File: src/rtl/snn_pkg.sv
// Shared defaults and arithmetic helpers for the leaky integrate-and-fire layer.
// Optional refractory behaviour is enabled with the SNN_REFRACTORY_EN macro.
package snn_pkg;

   // Default layer configuration
   localparam int SNN_N_CH       = 3;
   localparam int SNN_DATA_W     = 8;
   localparam int SNN_MEM_W      = 12;
   localparam int SNN_THRESH     = 100;
   localparam int SNN_LEAK_SHIFT = 3;
   localparam int SNN_WIN_LEN    = 16;
   localparam int SNN_CNT_W      = 8;
   localparam int SNN_REFRAC_CYC = 2;

   // Adds two unsigned operands and clamps the result to the largest value
   // representable in 'width' bits. The operands are carried in a 32-bit
   // container so one helper serves any membrane width below 32 bits; the
   // caller keeps the low 'width' bits of the returned value.
   function automatic logic [31:0] sat_add(input logic [31:0] a,
                                          input logic [31:0] b,
                                          input int          width);
      logic [32:0] sum;
      logic [31:0] max_val;
      sum = {1'b0, a} + {1'b0, b};
      if (width >= 32) begin
         max_val = 32'hFFFF_FFFF;
      end else begin
         max_val = (32'd1 << width) - 32'd1;
      end
      if (sum > {1'b0, max_val}) begin
         return max_val;
      end
      return sum[31:0];
   endfunction

endpackage

File: src/rtl/snn_lif_neuron.sv
// One leaky integrate-and-fire channel: membrane with leak and threshold,
// reset-to-zero on firing, saturating spike counter for the current window.
// With SNN_REFRACTORY_EN defined the channel ignores REFRAC_CYC valid samples
// after each spike.
module snn_lif_neuron
   import snn_pkg::*;
#(
   parameter int DATA_W     = SNN_DATA_W,
   parameter int MEM_W      = SNN_MEM_W,
   parameter int THRESH     = SNN_THRESH,
   parameter int LEAK_SHIFT = SNN_LEAK_SHIFT,
   parameter int CNT_W      = SNN_CNT_W,
   parameter int REFRAC_CYC = SNN_REFRAC_CYC
) (
   input  logic              clk,
   input  logic              rst_n,
   input  logic              valid,
   input  logic [DATA_W-1:0] data,
   input  logic              win_last,
   output logic              spike,
   output logic [CNT_W-1:0]  win_count
);

   localparam logic [CNT_W-1:0] CNT_MAX = '1;

   logic [MEM_W-1:0] v;
   logic [MEM_W-1:0] leaked;
   logic [MEM_W-1:0] v_next;
   logic [31:0]      sum_sat;
   logic             fire;
   logic             refrac_active;
   logic [CNT_W-1:0] cnt;
   logic [CNT_W-1:0] cnt_inc;

   // Next membrane value, firing decision and the window count that includes
   // this sample's spike (the top captures it on the last sample of a window)
   always_comb begin
      leaked    = v - (v >> LEAK_SHIFT);
      sum_sat   = sat_add(32'(leaked), 32'(data), MEM_W);
      v_next    = sum_sat[MEM_W-1:0];
      fire      = valid && !refrac_active && (sum_sat >= 32'(THRESH));
      cnt_inc   = (cnt == CNT_MAX) ? cnt : cnt + 1'b1;
      win_count = fire ? cnt_inc : cnt;
   end

   // Membrane integrates only on valid samples and drops to zero when the
   // neuron fires or is refractory
   always_ff @(posedge clk or negedge rst_n) begin
      if (!rst_n) begin
         v <= '0;
      end else if (valid) begin
         if (refrac_active || fire) begin
            v <= '0;
         end else begin
            v <= v_next;
         end
      end
   end

   // Spike flag is a one-cycle registered copy of the firing decision
   always_ff @(posedge clk or negedge rst_n) begin
      if (!rst_n) begin
         spike <= 1'b0;
      end else begin
         spike <= fire;
      end
   end

   // Window spike counter saturates and restarts after the window's last sample
   always_ff @(posedge clk or negedge rst_n) begin
      if (!rst_n) begin
         cnt <= '0;
      end else if (valid) begin
         if (win_last) begin
            cnt <= '0;
         end else begin
            cnt <= win_count;
         end
      end
   end

`ifdef SNN_REFRACTORY_EN
   localparam int RC_W = (REFRAC_CYC < 2) ? 1 : $clog2(REFRAC_CYC + 1);

   logic [RC_W-1:0] refrac;

   assign refrac_active = (refrac != '0);

   // Refractory countdown consumes one valid sample per step after a spike
   always_ff @(posedge clk or negedge rst_n) begin
      if (!rst_n) begin
         refrac <= '0;
      end else if (valid) begin
         if (refrac_active) begin
            refrac <= refrac - 1'b1;
         end else if (fire) begin
            refrac <= RC_W'(REFRAC_CYC);
         end
      end
   end
`else
   assign refrac_active = 1'b0;

   // The refractory length only matters when the feature is built in
   if (REFRAC_CYC < 0) begin : g_refrac_check
      $error("REFRAC_CYC must not be negative");
   end
`endif

endmodule

File: src/rtl/snn_lif_layer.sv
// Layer of N_CH leaky integrate-and-fire neurons with windowed spike-rate
// readout. The window counter, o_valid pulse and o_data capture live here;
// per-channel membrane and counting live in snn_lif_neuron.
// Optional feature macro: SNN_REFRACTORY_EN (refractory period per channel).
module snn_lif_layer
   import snn_pkg::*;
#(
   parameter int N_CH       = SNN_N_CH,
   parameter int DATA_W     = SNN_DATA_W,
   parameter int MEM_W      = SNN_MEM_W,
   parameter int THRESH     = SNN_THRESH,
   parameter int LEAK_SHIFT = SNN_LEAK_SHIFT,
   parameter int WIN_LEN    = SNN_WIN_LEN,
   parameter int CNT_W      = SNN_CNT_W,
   parameter int REFRAC_CYC = SNN_REFRAC_CYC
) (
   input  logic                   i_clk,
   input  logic                   i_rstn,
   input  logic                   i_valid,
   input  logic [N_CH*DATA_W-1:0] i_data,
   output logic [N_CH-1:0]        o_spike,
   output logic [N_CH*CNT_W-1:0]  o_data,
   output logic                   o_valid
);

   localparam int WC_W = (WIN_LEN <= 2) ? 1 : $clog2(WIN_LEN);

   logic [WC_W-1:0]         win_cnt;
   logic                    win_last;
   logic [N_CH*CNT_W-1:0]   win_counts;

   if (WIN_LEN < 2) begin : g_win_check
      $error("WIN_LEN must be at least 2");
   end

   assign win_last = i_valid && (win_cnt == WC_W'(WIN_LEN - 1));

   // Counts valid samples within the window and wraps after the last one
   always_ff @(posedge i_clk or negedge i_rstn) begin
      if (!i_rstn) begin
         win_cnt <= '0;
      end else if (i_valid) begin
         if (win_last) begin
            win_cnt <= '0;
         end else begin
            win_cnt <= win_cnt + 1'b1;
         end
      end
   end

   // Publishes the completed window's counts and pulses o_valid for one cycle
   always_ff @(posedge i_clk or negedge i_rstn) begin
      if (!i_rstn) begin
         o_valid <= 1'b0;
         o_data  <= '0;
      end else begin
         o_valid <= win_last;
         if (win_last) begin
            o_data <= win_counts;
         end
      end
   end

   for (genvar k = 0; k < N_CH; k++) begin : g_neuron
      snn_lif_neuron #(
         .DATA_W     (DATA_W),
         .MEM_W      (MEM_W),
         .THRESH     (THRESH),
         .LEAK_SHIFT (LEAK_SHIFT),
         .CNT_W      (CNT_W),
         .REFRAC_CYC (REFRAC_CYC)
      ) u_neuron (
         .clk       (i_clk),
         .rst_n     (i_rstn),
         .valid     (i_valid),
         .data      (i_data[k*DATA_W +: DATA_W]),
         .win_last  (win_last),
         .spike     (o_spike[k]),
         .win_count (win_counts[k*CNT_W +: CNT_W])
      );
   end

endmodule

File: config.mk
export PLATFORM = sky130hd
export DESIGN_NAME = snn_lif_layer
export DESIGN_NICKNAME = d
export VERILOG_FILES = /design/src/rtl/snn_pkg.sv /design/src/rtl/snn_lif_neuron.sv /design/src/rtl/snn_lif_layer.sv
export SDC_FILE = /design/constraint.sdc
export NUM_CORES = 1
export LEC_CHECK = 0
export CORE_MARGIN = 4
export CORE_UTILIZATION = 54
export DETAILED_ROUTE_END_ITERATION = 6
export HOLD_SLACK_MARGIN = 0.08
export PLACE_DENSITY = 0.78
export SYNTH_ARGS = -nofsm -noshare
export SYNTH_HDL_FRONTEND = slang
export SYNTH_SLANG_ARGS = --single-unit
export TNS_END_PERCENT = 5
File: constraint.sdc
create_clock -name i_clk -period 3.8 [get_ports i_clk]
set_input_delay 0.76 -clock i_clk [delete_from_list [all_inputs] [get_ports i_clk]]
set_output_delay 0.76 -clock i_clk [all_outputs]
set_load 0.01 [all_outputs]
# Yosys cells after proc, flatten, opt, wreduce, memory -nomap -nowiden
# Cells that the tools add are included.
# word_totals
regBits	92
elab_cells	58
out_inout_bits	28
# op_classes
n_mux	22
n_eq_ne	4
reduce_logical	4
n_lt_le_gt_ge	6
addsub	10
# op_table
cell	n
two-way mux 32 bit	6
greater-than comparator 33 x 12 -> 1 bit, second input constant	3
>= comparator 32 x 7 -> 1 bit, second input constant	3
two-way mux 8 bit	9
adder 12 x 8 -> 13 bit	3
two-way mux 12 bit	3
subtractor 12 x 9 -> 12 bit	3
adder 8 x 1 -> 8 bit, second input constant	3
== test 8 bit, second input constant	3
adder 4 x 1 -> 4 bit, second input constant	1
== test 4 bit, second input constant	1
logical AND 1 bit	4
two-way mux 4 bit	1
two-way mux 1 bit	3

# Longest topological paths before layout
# Gate-level depths: netlist of the first run.
# logic_depth
ltp_word	9
depth_mapped	21

# Cells and area by module
# Synthesis of the first run repeated with hierarchy kept, for this count alone.
# unflattened
hier_cells	759
area_unflattened_um2	7267.0
# modules_own_cells
mod	seq_area_each_um2	cells_each	instances	area_per_inst_um2
snn_lif_neuron (g_neuron[0].u_neuron ...)	525.5	229	2	2024.4
snn_lif_neuron (g_neuron[2].u_neuron)	525.5	230	1	2018.2
snn_lif_layer	725.7	71	1	1199.9

# Worst setup path before layout of the first run
# No wires, ideal clock.
# synth_timing
kind	register to register
from	register g_neuron[2].u_neuron.v[0]
to	register o_data[23]
setup_time_ns	0.135
path_buffers	2
stages_incl_launch_ff	20
setup_slack_ns	-0.025
t_required_ns	3.665
t_arrival_ns	3.690
cell_sequence	dfrtp_1 > inv_1 > ha_1 > inv_1 > fa_1 > a21o_1 > a21oi_1 > xnor2_1 > ha_1 > clkbuf_1 > a21oi_1 > nand3_1 > o311ai_1 > or4b_1 > nand3_1 > and4_1 > buf_4 > nor4_2 > nor4b_4 > o31ai_1
# synth_between
elab_chain_len	8
# synth_rtl
item	line	rtl
from (decl)	snn_lif_neuron.sv:26	logic [MEM_W-1:0] v;
from (signal assigned)	snn_lif_neuron.sv:55	v <= v_next;
subtractor 12 x 9 -> 12 bit *	snn_lif_neuron.sv:38	leaked = v - (v >> LEAK_SHIFT);
adder 12 x 8 -> 13 bit *	snn_pkg.sv:24	sum = {1'b0, a} + {1'b0, b};
greater-than comparator 33 x 12 -> 1 bit	snn_pkg.sv:30	if (sum > {1'b0, max_val}) begin
two-way mux 1 bit	snn_pkg.sv:30	
two-way mux 32 bit *	snn_pkg.sv:33	return sum[31:0];
>= comparator 32 x 7 -> 1 bit *	snn_lif_neuron.sv:41	fire = valid && !refrac_active && (sum_sat >= 32'(THRESH));
logical AND 1 bit *	snn_lif_neuron.sv:41	
two-way mux 8 bit *	snn_lif_neuron.sv:43	win_count = fire ? cnt_inc : cnt;
to (signal assigned)	snn_lif_layer.sv:59	o_data <= win_counts;
to (decl)	snn_lif_layer.sv:22	output logic [N_CH*CNT_W-1:0] o_data,
# Mark *: on every way between the ends. The rest lies on a longest branch, timed or not.
# A chain may end at the register's enable or synchronous reset.

# Worst setup path in the final report of the first run
# layout_timing
from	register g_neuron[1].u_neuron.v[0]
to	register o_data[11]
# layout_between
elab_chain_len	8
# layout_rtl
item	line
from (decl)	snn_lif_neuron.sv:26
from (signal assigned)	snn_lif_neuron.sv:55
subtractor 12 x 9 -> 12 bit *	snn_lif_neuron.sv:38
adder 12 x 8 -> 13 bit *	snn_pkg.sv:24
greater-than comparator 33 x 12 -> 1 bit	snn_pkg.sv:30
two-way mux 1 bit	snn_pkg.sv:30
two-way mux 32 bit *	snn_pkg.sv:33
>= comparator 32 x 7 -> 1 bit *	snn_lif_neuron.sv:41
logical AND 1 bit *	snn_lif_neuron.sv:41
two-way mux 8 bit *	snn_lif_neuron.sv:43
# Marks and branches as above.

==> results of run 1 <==
[flip-flops by register name, summed over array words and instances (netlist names)]
register                 count
g_neuron.u_neuron.cnt       24
g_neuron.u_neuron.spike      3
o_valid                      1
g_neuron.u_neuron.v         36
win_cnt                      4
o_data                      24
[stage by stage]
step / cells / hold slack, ns / worst slack, ns
5_1_grt: 1012 / 0.379 / -0.313
3_3_place_gp: 976 / 0.467 / -0.164
6_report: 1012 / 0.349 / -0.140
4_1_cts: 1005 / 0.354 / -0.0686
3_5_place_dp: 976 / 0.475 / -0.296
2_1_floorplan: 734 / 0.451 / 0.00423
[path summary, 6_finish.rpt]
kind	startpoint	end
setup / recovery	g_neuron[1].u_neuron.v[0]	o_data[11]
hold / removal	i_rstn	g_neuron[2].u_neuron.v[0]
min in group i_clk	o_data[12]	o_data[12]
max in group asynchronous	i_rstn	g_neuron[2].u_neuron.spike
hold reg to reg	o_data[12]	o_data[12]
setup reg to reg	g_neuron[1].u_neuron.v[0]	o_data[11]
[layout make-up]
type                    count  area [um^2]
clock buffers               9          225
clock inverters             7         86.3
fillers                   853         3340
inverters                  52          195
multi-input cells         566         4470
flip-flops and latches     92         2300
well taps                 147          184
repair buffers            139         1210
[routing by layer]
layer | GRT usage | vias to the layer above | routed length, um
li1 | - | 2869 | -
met1 | 0.284 | 2878 | 7010
met2 | 0.424 | 137 | 8900
met3 | 0.0351 | 35 | 664
met4 | 0.0768 | 0 | 323
met5 | 0 | - | 0
[kinds of logic (layout without fill, tap and decap cells)]
group	after synthesis	after routing
muxes	12	12
buffers and inverters	76	207
AOI/OAI and AO/OA	193	193
and+or+nand+nor	240	240
adders and majority gates	67	67
xor gates and xnor gates	54	54
DFF	92	92
[cell usage in the layout, fill, tap and decap left out, types with 10 or more instances in the layout]
cell             Yosys  final
xor2_1              21     17
ha_1                61     49
xnor2_1             33     28
a21oi_1             47     36
o21a_1              13     13
clkdlybuf4s50_1      0     53
nand3_1             20     17
a21oi_2              0     10
inv_1               51     45
buf_4                4     80
nor2_1              79     75
o21ai_0             33     27
nor3_1              15     11
dfrtp_1             92     92
a21o_1              19     19
nand2b_1            14     14
and3_1              13     12
nand2_1             47     45
[timing repair]
item / 4_1_cts / 5_1_grt
pin swaps: 33 / 33
setup buffers: 14 / 7
endpoints found under the setup margin: 70 / 71
resized for setup: 65 / 44
hold buffers: 0 / 0
==> results.md, run 1 <==
- Clock latency on the worst-skew pair: about 0.34 ns
- Seq/Total Area, Yosys: 0.347
- Final worst clock skew: slightly above 0.01 ns
- CP Capture Type: flop
- Worst R2R Setup Slack: -0.14 ns
- Clk sinks: between 90 and 100
- Critical path type: reg2reg
- Area Overhead vs Synth: 30.6%
- Root buffer cell: clkbuf_16
- Starting Density: 0.553
- Main synth FF type: dfrtp_1
- H-tree depth: 3
- Drt total wl: approximately 17000 um
- # IOs: 55
- Setup violators final: 20
- Post-Synthesis Cells: about 730
- Vias in the first global route: slightly above 6000
- CP Cell Sequence: inv_2 > ha_4 > inv_1 > fa_2 > buf_4 > xor2_2 > ha_1 > nor2b_4 > o21a_1 > buf_4 > o211ai_1 > nand2_1 > xor2_2 > a311oi_2 > a41o_1 > buf_12 > and3b_1 > xnor2_2 > o21ai_1
- Crit path DAT: ~4.2 ns
- Ant. Diodes: 0
- Die X: 119 um
- Post-Synth XOR/XNOR Area: 0.0712
- Final Cycle Share: 1.04
- WP depth: 19
- Avg Cell Area, Syn: 9.05 um^2
- Synth Register Bits: between 90 and 100
- GRT Total Usage: 0.234
- Layout cells sized above 1: 0.244
- Syn_nets: between 800 and 900
- Die ar.: between 10000 and 15000 um^2
- CTS Buf Count: 9
- Slowest CP cell: dfrtp_1
- TritonCTS clock tree: done
- Row count: 40
- R2R depth: 19
- Pre-antenna DRT Iters: 5
- Hold WC Path Type: in2async
- Netlist cell types: 76
- Post-synth top cells: 92 x dfrtp_1, 79 x nor2_1, 61 x ha_1
- Family with the most delay on the worst path: compound AO/OA/AOI/OAI gates
- DRT iter0 DRCs: ~380
- Worst-margin pin slew: ~0.86 ns
- Routed length per placed instance: ~17 um
- Compound-Gate Fraction of Synth Area: 0.201
- Largest family of logic cells by synthesized area: compound AO/OA/AOI/OAI gates
- Die height: 119 um
- Via count: around 5900
- CP required: around 4.0 ns
- Endpoints failing hold: 0
- Post-Synth Adder-Cell Area: 0.133
- Post-synthesis simple-gate area fraction: 0.182
- Cell taking the most area after synthesis: dfrtp_1
- Cells taking the most area after synthesis: dfrtp_1 35%, ha_1 11%, nor2_1 4.5%
- Max Clock Freq: about 250 MHz
- Fin area: approximately 8700 um^2
- TNS Setup: -0.785 ns
- First-pass GRT wire length: between 20000 and 30000 um
- WP buf/inv: 5
- CP Max Fanout: 9
- Total core area: ~12000 um^2
- Most common cell in the netlist: dfrtp_1
- Unrepaired setup endpoints after global routing: yes
- Post-layout util: 0.722
- Outcome: complete, but fails checks
- Max-cap violation count: 0
- Crit start category: flop
- Avg Vias per Cell: ~5.8
- Mapped Area: between 6000 and 7000 um^2
- Ys Warns: 0
- CP peak stage delay: about 0.37 ns
- Port Buffers: between 50 and 60
- Yosys top cell area share: 0.347
- Longest Clk Path Bufs: 2
- DP Area: approximately 8000 um^2
- Drt drc: 0
- Ys async rst share: 1.00
- Gp weighted congestion: 0.891
- Reg clk slew, reported paths: 0.07 ns
- Pin count of the biggest net entering global routing: 39
- Failing checks: setup timing
- Post-DP HPWL: 11900 um
- Post-synthesis mux area share: 0.0192
- Grt total ovfl: 0
- Final nets: 954
- Fin crit period: roughly 4 ns
- Initial antenna violation count: 0
- Post-synth EDFFs: 0
- DRT antenna net count: 0
- Slew Viols, Final: 0
- Worst slew margin: 0.427
- Setup WS post-layout: -0.140 ns
Power of run 1 is not shown: default switching activity piles up to over one toggle a cycle in this logic, so the estimate is an artifact.
==> inputs of run 2 (changes only) <==
SLEW_MARGIN = 20   (was default)
==> results of run 2 <==
No change in the layout: final DEF, timing and power equal those of run 1.
Power of run 2 is left out for the same reason.
==> inputs of run 3 (changes only) <==
CAP_MARGIN = 20   (was default)
CORE_ASPECT_RATIO = 0.75   (was default)
==> run 3 against run 2 <==
- the run still ends with setup timing left
- hold slack improved by 0.11 ns
- register-to-register slack got worse by 0.08 ns
- utilization rose by 2.1 points
- setup slack worse by 0.076 ns
- clock skew increased by 0.0011 ns
- sequential share of layout area is 0.34 points lower
- count of clock-buffer cells in the layout up 1
==> results.md, run 3 (synthesis gave the netlist of run 1 again) <==
- CP Capture Type: flop (unchanged)
- Final nets: 956 (was 954)
- Crit path DAT: 4.23 ns (was 4.16 ns)
- Most frequent cells in the layout: 92 x dfrtp_1, 82 x buf_4, 75 x nor2_1 (was 92 x dfrtp_1, 80 x buf_4, 75 x nor2_1)
- DRT antenna net count: 0 (unchanged)
- Hold Buf Count CTS: 0 (unchanged)
- CP Max Fanout: 5 (was 9)
- Via count: 6019 (was 5919)
- Root buffer cell: clkbuf_16 (unchanged)
- Commonest non-fill, non-tap cell in the layout: dfrtp_1 (unchanged)
- CP required: 4.01 ns (was 4.02 ns)
- Failing checks: setup timing (unchanged)
- CP peak stage delay: 0.42 ns (was 0.37 ns)
- Max-cap violation count: 0 (unchanged)
- Grt total ovfl: 0 (unchanged)
- Cells after DPL: 999 (was 976)
- CP Cell Sequence: inv_2 > ha_4 > inv_4 > fa_2 > a21oi_4 > o32ai_4 > nor2_2 > xnor2_1 > ha_1 > and3_4 > a211oi_4 > nor2b_1 > and4_1 > mux2_4 > nand4_1 > buf_6 > nand4_1 > xor2_1 > o21ai_1 (was inv_2 > ha_4 > inv_1 > fa_2 > buf_4 > xor2_2 > ha_1 > nor2b_4 > o21a_1 > buf_4 > o211ai_1 > nand2_1 > xor2_2 > a311oi_2 > a41o_1 > buf_12 > and3b_1 > xnor2_2 > o21ai_1)
- Max Clock Freq: 249 MHz (was 254 MHz)
- Hold WC Path Type: in2async (unchanged)
- Unrepaired setup endpoints after global routing: yes (unchanged)
- Starting Density: 0.562 (was 0.553)
- Largest regs: g_neuron.u_neuron.v: 36 flops, g_neuron.u_neuron.cnt: 24 flops, o_data: 24 flops (unchanged)
- Worst slew margin: 0.537 (was 0.427)
- Layout cells sized above 1: 0.253 (was 0.244)
- Pre-antenna DRT Iters: 5 (unchanged)
- Total core area: 11800 um^2 (was 12000 um^2)
- Longest Clk Path Bufs: 2 (unchanged)
- Slowest CP cell: fa_2 (was dfrtp_1)
- TritonCTS clock tree: done (unchanged)
- Final worst clock skew: 0.0115 ns (was 0.0103 ns)
- Area Overhead vs Synth: 32.3% (was 30.6%)
- Gp weighted congestion: 0.885 (was 0.891)
- Drt total wl: 17800 um (was 16900 um)
- Outcome: complete, but fails checks (unchanged)
- Final Cycle Share: 1.06 (was 1.04)
- Fin area: 8790 um^2 (was 8670 um^2)
- Clk sinks: 92 (unchanged)
- CP most frequent cell: nand4_1
- Clock latency on the worst-skew pair: 0.34 ns (about the same)
- First-pass GRT wire length: 27800 um (was 27600 um)
- R2R depth: 19 (unchanged)
- Slew Viols, Final: 0 (unchanged)
- H-tree depth: 3 (unchanged)
- Initial antenna violation count: 0 (unchanged)
- Endpoints failing hold: 0 (unchanged)
- Post-DP HPWL: 11700 um (was 11900 um)
- Finished Layout Cells: 1028 (was 1012)
- Worst-margin pin slew: 0.695 ns (was 0.858 ns)
- Die height: 104 um (was 119 um)
- Ant. Diodes: 0 (unchanged)
- Critical path type: reg2reg (unchanged)
- Fin crit period: 4.02 ns (was 3.94 ns)
- Port Buffers: 54 (unchanged)
- Die X: 136 um (was 119 um)
- DP Area: 7820 um^2 (was 7770 um^2)
- Pin count of the biggest net entering global routing: 56 (was 39)
- Routed length per placed instance: 17.3 um (was 16.7 um)
- Largest register by flop count: g_neuron.u_neuron.v (unchanged)
- CTS Buf Count: 9 (unchanged)
- Row count: 34 (was 40)
- Die ar.: 14200 um^2 (was 14100 um^2)
- Setup violators final: 49 (was 20)
- Post-layout util: 0.743 (was 0.722)
- DRT iter0 DRCs: 462 (was 382)
- Reg clk slew, reported paths: 0.07 ns (about the same)
- GRT Total Usage: 0.234 (about the same)
- Vias in the first global route: 5982 (was 6101)
- Setup WS post-layout: -0.216 ns (was -0.140 ns)
- Largest register FFs: 36 (unchanged)
- Drt drc: 0 (unchanged)
- Crit start category: flop (unchanged)
- # IOs: 55 (unchanged)
- Avg Vias per Cell: 5.86 (was 5.85)
-- run 3: metrics by stage --
step	hold WS, ns	setup slack, ns	TNS (ns)
after floorplan	0.451	0.00423	0
after global placement	0.466	-0.185	-3.90
after detailed placement	0.475	-0.278	-10.40
after CTS	0.491	-0.0755	-0.585
after global routing	0.507	-0.390	-17.66
final	0.460	-0.216	-3.66
-- run 3: critical path, delay by kind of cell, from the launching register on --
family | cells | cell delay [ns]
flip-flops | 1 | 0.38
buffers and inverters | 3 | 0.31
AO/OA/AOI/OAI | 4 | 0.67
multiplexers | 1 | 0.25
AND/OR/NAND/NOR | 6 | 0.91
XOR/XNOR | 2 | 0.44
adder cells (fa/ha/maj) | 3 | 0.92
-- run 3: what timing repair did --
action | in CTS | in global routing
buffers inserted | 6 | 11
cloned | 0 | 0
resized for setup | 44 | 80
setup endpoints to repair | 71 | 72
pin swaps | 14 | 49
-- run 3: worst paths after layout --
kind                                        endpoint                      start  slack (ns)
min in group i_clk                        o_data[22]                 o_data[22]        0.48
max                                        o_data[2]  g_neuron[0].u_neuron.v[0]       -0.22
min reg2reg                               o_data[22]                 o_data[22]        0.48
max reg2reg                                o_data[2]  g_neuron[0].u_neuron.v[0]       -0.22
min                                       o_data[19]                     i_rstn        0.46
max in group asynchronous  g_neuron[1].u_neuron.v[9]                     i_rstn        2.52
-- run 3: routing by layer --
metal,track usage,part of all wire,vias to the layer above
met5,0,0,-
met4,0.0540,0.020,0
met3,0.0285,0.042,37
met2,0.395,0.50,177
met1,0.321,0.43,2926
li1,-,-,2879
-- run 3: area by class of cell --
class / count / area [um^2]
inverter: 52 / 198
tap: 162 / 203
sequential: 92 / 2300
timing repair buffer: 141 / 1210
multi-input combinational: 566 / 4570
clock buffer: 10 / 239
fill: 813 / 3040
clock inverter: 5 / 61.3
Power of run 3 is left out for the same reason.
